==> src/rtl/fft_pkg.sv <==
// fft_pkg
//   Shared constants and helpers for the FFT output reorder stage.
//   N_LOG2   : log2 of the frame length
//   N        : samples per frame
//   DATA_W   : width of each of the real / imaginary parts
//   LAST_IDX : index of the final sample in a frame (N-1), counter-width
//   bitrev() : reverses the N_LOG2-bit index (the pipeline's output order)
package fft_pkg;

  localparam int N_LOG2 = 5;
  localparam int N      = 2 ** N_LOG2;
  localparam int DATA_W = 32;

  localparam logic [N_LOG2-1:0] LAST_IDX = N_LOG2'(N - 1);

  function automatic logic [N_LOG2-1:0] bitrev(input logic [N_LOG2-1:0] idx);
    logic [N_LOG2-1:0] r;
    r = '0;
    for (int b = 0; b < N_LOG2; b++) begin
      r[b] = idx[N_LOG2-1-b];
    end
    return r;
  endfunction

endpackage

==> src/rtl/fft_pingpong_ram.sv <==
// fft_pingpong_ram
//   Two-bank sample store (2 x N words of 2*DATA_W bits) for the reorder stage.
//   One bank fills while the other drains; bank select is the word address MSB.
//   Contents are never cleared, so there is no reset.
// Ports
//   clk      in  clock, write on posedge
//   we       in  write enable
//   wr_bank  in  bank being written
//   wr_addr  in  word index inside the write bank
//   wr_data  in  {re, im}
//   rd_bank  in  bank being read
//   rd_addr  in  word index inside the read bank
//   rd_data  out {re, im}, asynchronous read
import fft_pkg::*;

module fft_pingpong_ram (
  input  logic                  clk,
  input  logic                  we,
  input  logic                  wr_bank,
  input  logic [N_LOG2-1:0]     wr_addr,
  input  logic [2*DATA_W-1:0]   wr_data,
  input  logic                  rd_bank,
  input  logic [N_LOG2-1:0]     rd_addr,
  output logic [2*DATA_W-1:0]   rd_data
);

  logic [2*DATA_W-1:0] mem [2*N];

  always_ff @(posedge clk) begin
    if (we) begin
      mem[{wr_bank, wr_addr}] <= wr_data;
    end
  end

  assign rd_data = mem[{rd_bank, rd_addr}];

endmodule

==> src/rtl/fft_bitrev_reorder.sv <==
// fft_bitrev_reorder
//   Output reorder stage for the 32-point radix-2 SDF FFT. Samples arrive in
//   bit-reversed index order and are written to the fill bank at bitrev(count);
//   the drain bank is then read out sequentially, giving natural bin order.
//   A bank is handed from writer to reader through its bank_full flag.
// Ports
//   clk         in   clock, all logic on posedge
//   rst         in   synchronous active-high reset
//   din_re/im   in   input sample (bit-reversed order)
//   din_valid   in   input sample present
//   din_ready   out  stage can accept (fill bank not full)
//   dout_re/im  out  output sample (natural order), registered
//   dout_valid  out  dout_* holds a valid sample
//   dout_ready  in   consumer accepts
//   dout_sof    out  sample is bin 0
//   dout_eof    out  sample is bin N-1
import fft_pkg::*;

module fft_bitrev_reorder (
  input  logic              clk,
  input  logic              rst,
  input  logic [DATA_W-1:0] din_re,
  input  logic [DATA_W-1:0] din_im,
  input  logic              din_valid,
  output logic              din_ready,
  output logic [DATA_W-1:0] dout_re,
  output logic [DATA_W-1:0] dout_im,
  output logic              dout_valid,
  input  logic              dout_ready,
  output logic              dout_sof,
  output logic              dout_eof
);

  logic [N_LOG2-1:0]   wr_cnt;
  logic [N_LOG2-1:0]   rd_cnt;
  logic                wr_bank;
  logic                rd_bank;
  logic [1:0]          bank_full;
  logic [1:0]          bank_full_nxt;
  logic                wr_fire;
  logic                wr_last;
  logic                advance;
  logic                rd_fire;
  logic                rd_last;
  logic [2*DATA_W-1:0] rd_data;

  assign din_ready = !bank_full[wr_bank];
  assign wr_fire   = din_valid && din_ready;
  assign wr_last   = (wr_cnt == LAST_IDX);

  assign advance   = !dout_valid || dout_ready;
  assign rd_fire   = advance && bank_full[rd_bank];
  assign rd_last   = (rd_cnt == LAST_IDX);

  fft_pingpong_ram u_ram (
    .clk     (clk),
    .we      (wr_fire),
    .wr_bank (wr_bank),
    .wr_addr (bitrev(wr_cnt)),
    .wr_data ({din_re, din_im}),
    .rd_bank (rd_bank),
    .rd_addr (rd_cnt),
    .rd_data (rd_data)
  );

  // Writer only sets a flag that is clear and the reader only clears one that
  // is set, so when both fire in one cycle they address different banks.
  always_comb begin
    bank_full_nxt = bank_full;
    if (wr_fire && wr_last) begin
      bank_full_nxt[wr_bank] = 1'b1;
    end
    if (rd_fire && rd_last) begin
      bank_full_nxt[rd_bank] = 1'b0;
    end
  end

  always_ff @(posedge clk) begin
    if (rst) begin
      wr_cnt    <= '0;
      rd_cnt    <= '0;
      wr_bank   <= 1'b0;
      rd_bank   <= 1'b0;
      bank_full <= 2'b00;
    end else begin
      bank_full <= bank_full_nxt;
      // Counters wrap naturally at N, which returns them to 0 after the last sample.
      if (wr_fire) begin
        wr_cnt <= wr_cnt + 1'b1;
        if (wr_last) begin
          wr_bank <= ~wr_bank;
        end
      end
      if (rd_fire) begin
        rd_cnt <= rd_cnt + 1'b1;
        if (rd_last) begin
          rd_bank <= ~rd_bank;
        end
      end
    end
  end

  // Output register: loads only on advance, so a stalled sample holds stable.
  always_ff @(posedge clk) begin
    if (rst) begin
      dout_re    <= '0;
      dout_im    <= '0;
      dout_valid <= 1'b0;
      dout_sof   <= 1'b0;
      dout_eof   <= 1'b0;
    end else if (advance) begin
      if (bank_full[rd_bank]) begin
        dout_re    <= rd_data[2*DATA_W-1:DATA_W];
        dout_im    <= rd_data[DATA_W-1:0];
        dout_valid <= 1'b1;
        dout_sof   <= (rd_cnt == '0);
        dout_eof   <= rd_last;
      end else begin
        dout_valid <= 1'b0;
      end
    end
  end

endmodule
==> config.mk <==
export PLATFORM = sky130hd
export DESIGN_NAME = fft_bitrev_reorder
export DESIGN_NICKNAME = d
export VERILOG_FILES = /design/src/rtl/fft_pkg.sv /design/src/rtl/fft_pingpong_ram.sv /design/src/rtl/fft_bitrev_reorder.sv
export SDC_FILE = /design/constraint.sdc
export NUM_CORES = 2
export LEC_CHECK = 0
export BUFFER_PORTS_ARGS = -buffer_cell sky130_fd_sc_hd__buf_2
export CAP_MARGIN = 20
export CORE_UTILIZATION = 35
export CTS_BUF_LIST = sky130_fd_sc_hd__clkbuf_8
export DETAILED_ROUTE_END_ITERATION = 10
export HOLD_SLACK_MARGIN = 0.05
export PLACE_DENSITY = 0.45
export SLEW_MARGIN = 15
export SYNTH_ARGS = -nofsm -noshare
export SYNTH_HDL_FRONTEND = slang
export SYNTH_SLANG_ARGS = --single-unit
==> constraint.sdc <==
create_clock -name clk -period 7.4 [get_ports clk]
set_input_delay 1.85 -clock clk [delete_from_list [all_inputs] [get_ports clk]]
set_output_delay 1.85 -clock clk [all_outputs]
set_load 0.1 [all_outputs]
==> impl_summary.txt <==
----------------------------------------------------
[Synth]
  Average cell area after synthesis ... ~23 sq um
  Ys async rst share ... 0%
  Biggest area contributors in the synthesized netlist ... sky130_fd_sc_hd__edfxtp_1, sky130_fd_sc_hd__mux4_2, sky130_fd_sc_hd__mux2i_1
  Number of synthesized register bits ... 4177
  Cell Area, Synth ... ~160000 sq um
  Number of distinct library cell variants in the gate-level netlist after synthesis ... 60
  YS warnings ... 0
  Commonest register cell after synthesis ... sky130_fd_sc_hd__edfxtp_1
  Largest area contributor in the synthesized netlist ... sky130_fd_sc_hd__edfxtp_1
  Synth Instances ... 6758
  Area share of the largest cell type after synthesis ... 77.6%
  Number of synthesized flops with an enable pin ... roughly 4100
  Post-synth net total ... 6831
  Part of the Yosys area used for sequential elements ... 78.6%

[Timing]
  RSZ-0062 raised after global routing ... no
  Hold Violations, Final ... 0
  Slew @ Worst Pin ... about 1200 ps
  Number of setup violations in the final report ... 0
  Max Freq ... about 0.23 GHz
  Worst Clk Skew ... 56.2 ps
  Period minus WS final ... 4420 ps
  Final-layout setup total negative slack ... 0 ps
  Max transition margin ... 20.9%
  Final period util ... 59.7%
  Worst path setup slack after routing ... 2980 ps
  Worst hold slack after final layout ... around 470 ps
  Fin. max-slew vios ... 0

[Power]
  Power density over the cells ... around 250 nW/um^2
  Worst voltage drop across the vdd grid ... 0.000173 V
  Cell leakage power ... 54.8 nW

[Clock tree]
  Clock sink count ... between 4000 and 5000
  TritonCTS clock tree ... yes
  Clock transition at the register clock pins on the worst setup and hold paths after CTS ... around 50 ps
  Clock tree root driver cell ... sky130_fd_sc_hd__clkbuf_8
  Maximum buffer depth of the clock tree ... 4
  H-tree level count ... 6
  Hold buffer count at CTS ... 0
  Number of post-CTS setup repair buffers ... 0
  Clock buffer count from CTS ... 699
  Insertion delay of the later-clocked pin in the worst-skew pair ... approximately 1200 ps
  Resize count post-CTS ... 0

[Floorplan]
  DIE HEIGHT ... between 600 and 700 um
  DIE WIDTH ... about 680 um
  Area of the die ... around 460000 sq um
  Starting density of the core ... roughly a third
  Count of standard-cell rows ... ~250
  Top Ports ... 136
  Area inside the core boundary ... about 450000 sq um

[Drt]
  First-iteration detailed-routing DRC count ... between 8000 and 9000
  Total iterations of the first detailed-routing run ... 5
  Remaining design rule violation count ... 0
  Average detailed-routed wire length per instance ... 34.2 um
  Number of vias per cell after detailed routing ... 5.48
  Total wire length ... 479 mm
  Remaining antenna violation count after routing ... 0
  Via Count ... about 77000

[Global route]
  Sum of overflow across all layers after global routing ... 0
  Antenna violations before repair ... between 50 and 60
  Wire length of the first global-routing pass ... between 600 and 700 mm
  Met1 GRT Util ... 30.6%
  Tot GR Track Use ... 20.8%
  Maximum number of pins on one net before global-route repair ... roughly 120
  Number of global-route vias before repair ... roughly 78000
  Met2 track utilization from global routing ... approximately 33%
  Most crowded layer after global routing ... met2
  Met3 track demand over resource ... about 3.6%

[Setup path]
  Top Family by Delay on Critical Path ... flip-flops
  Worst Path Arrival ... approximately 2600 ps
  Total buffers and inverters traversed by the critical path ... 1
  Worst Path Required ... approximately 5600 ps
  CP max stage cell ... sky130_fd_sc_hd__dfxtp_1
  Worst setup EP type ... output port
  Crit Path Category ... reg2out
  Register-to-register setup slack ... ~3300 ps
  Startpoint Class ... flop
  Largest fanout on the critical path ... 3
  Crit-path max cell delay ... approximately 800 ps
  Worst-path cell chain ... buf_2

[Layout]
  Filler Cells Inserted ... around 40000
  Fin nets ... 7566
  Top library cells by usage in the layout, fill and taps aside ... sky130_fd_sc_hd__edfxtp_1, sky130_fd_sc_hd__mux4_2, sky130_fd_sc_hd__clkbuf_8
  Fraction of layout instances using a drive strength above 1 ... between 30% and 40%
  Layout Area Growth over Synthesis ... 14.0%
  Most common cell after layout, fill and taps aside ... sky130_fd_sc_hd__edfxtp_1

[Placement]
  Count of input and output buffers ... 135
  Post-Place Setup Slack ... 2100 ps
  Routability-driven placement congestion ratio ... 0.771
  Placed wire-length estimate after detailed placement ... around 270 mm

[Run]
  Max capacitance violation total ... 0

[Min path]
  Hold/Removal Path Class ... reg2reg

[Status]
  Result of the run ... finished, final reports clean

----------------------------------------------------
registers in the layout, summed over array words and instances, names as in the netlist:
signal	cells
bank_full	2
dout_eof	1
dout_im	32
dout_re	32
dout_sof	1
dout_valid	1
rd_bank	1
rd_cnt	5
u_ram.mem	4096
wr_bank	1
wr_cnt	5
worst paths after layout:
check              startpoint     endpoint  depth (start not counted)
setup / recovery  dout_im[16]  dout_im[16]                          1
setup reg to reg    rd_cnt[0]  dout_im[27]                          6
hold reg to reg      dout_eof     dout_eof                          2
hold / removal       dout_eof     dout_eof                          2
power by group:
group	internal (mW)	leakage, nW	switching, mW
clock network	9.66	7.35	9.26
registers	26.0	37.5	0.0164
logic	0.121	9.93	0.598
through the flow:
stage	total power, mW	utilization, %	std cells	area (sq um)
finish	45.7	40.2	14000	181000
global route	47.2	40.2	14000	181000
CTS	46.2	40.2	14000	181000
detailed placement	27.3	37.4	12700	168000
global placement	27.3	37.3	12700	168000
floorplan	26.7	-	6758	159000
synthesized netlist by cell type (all sizes together) (3+ instances only):
cell,count
o22ai,34
a31oi,7
edfxtp,4096
a211o,5
nand4b,6
o22a,32
ha,5
o221ai,44
a221o,3
xnor2,5
nand4,48
a32oi,4
nand3,30
nand2,199
and3,4
inv,5
nor2,87
nor4b,5
nor3,45
o31ai,3
o21ai,23
xor2,3
a221oi,77
nand2b,7
a22oi,58
a2bb2oi,6
o31a,4
nor2b,6
a21oi,55
mux2i,182
or3,11
mux4,1063
clkbuf,150
dfxtp,81
and2,5
mux2,113
nand3b,6
buf,224
cell families after synthesis:
kind of cell               share of synthesized area (%)
and+or+nand+nor                                     1.35
AOI/OAI and AO/OA                                   1.72
muxes                                               17.1
buffers and inverters                               1.20
adders and majority gates                         0.0395
DFF                                                 78.6
xor gates and xnor gates                          0.0442
per-layer routing:
metal | up-vias | routed length (um)
li1 | 30700 | -
met1 | 42600 | 216000
met2 | 2784 | 223000
met3 | 614 | 30800
met4 | 6 | 9060
met5 | - | 42
cell type report:
class | count | area [sq um] | share of cell area [%]
tap | 5952 | 7450 | 4.12
clock buffer | 727 | 10000 | 5.53
timing repair buffer | 408 | 3400 | 1.88
antenna | 18 | 45.0 | 0.0249
sequential | 4177 | 125000 | 68.9
clock inverter | 513 | 2630 | 1.45
multi-input combinational | 2201 | 32600 | 18.0
inverter | 6 | 32.5 | 0.0180
(Power assumes the default switching activity.)
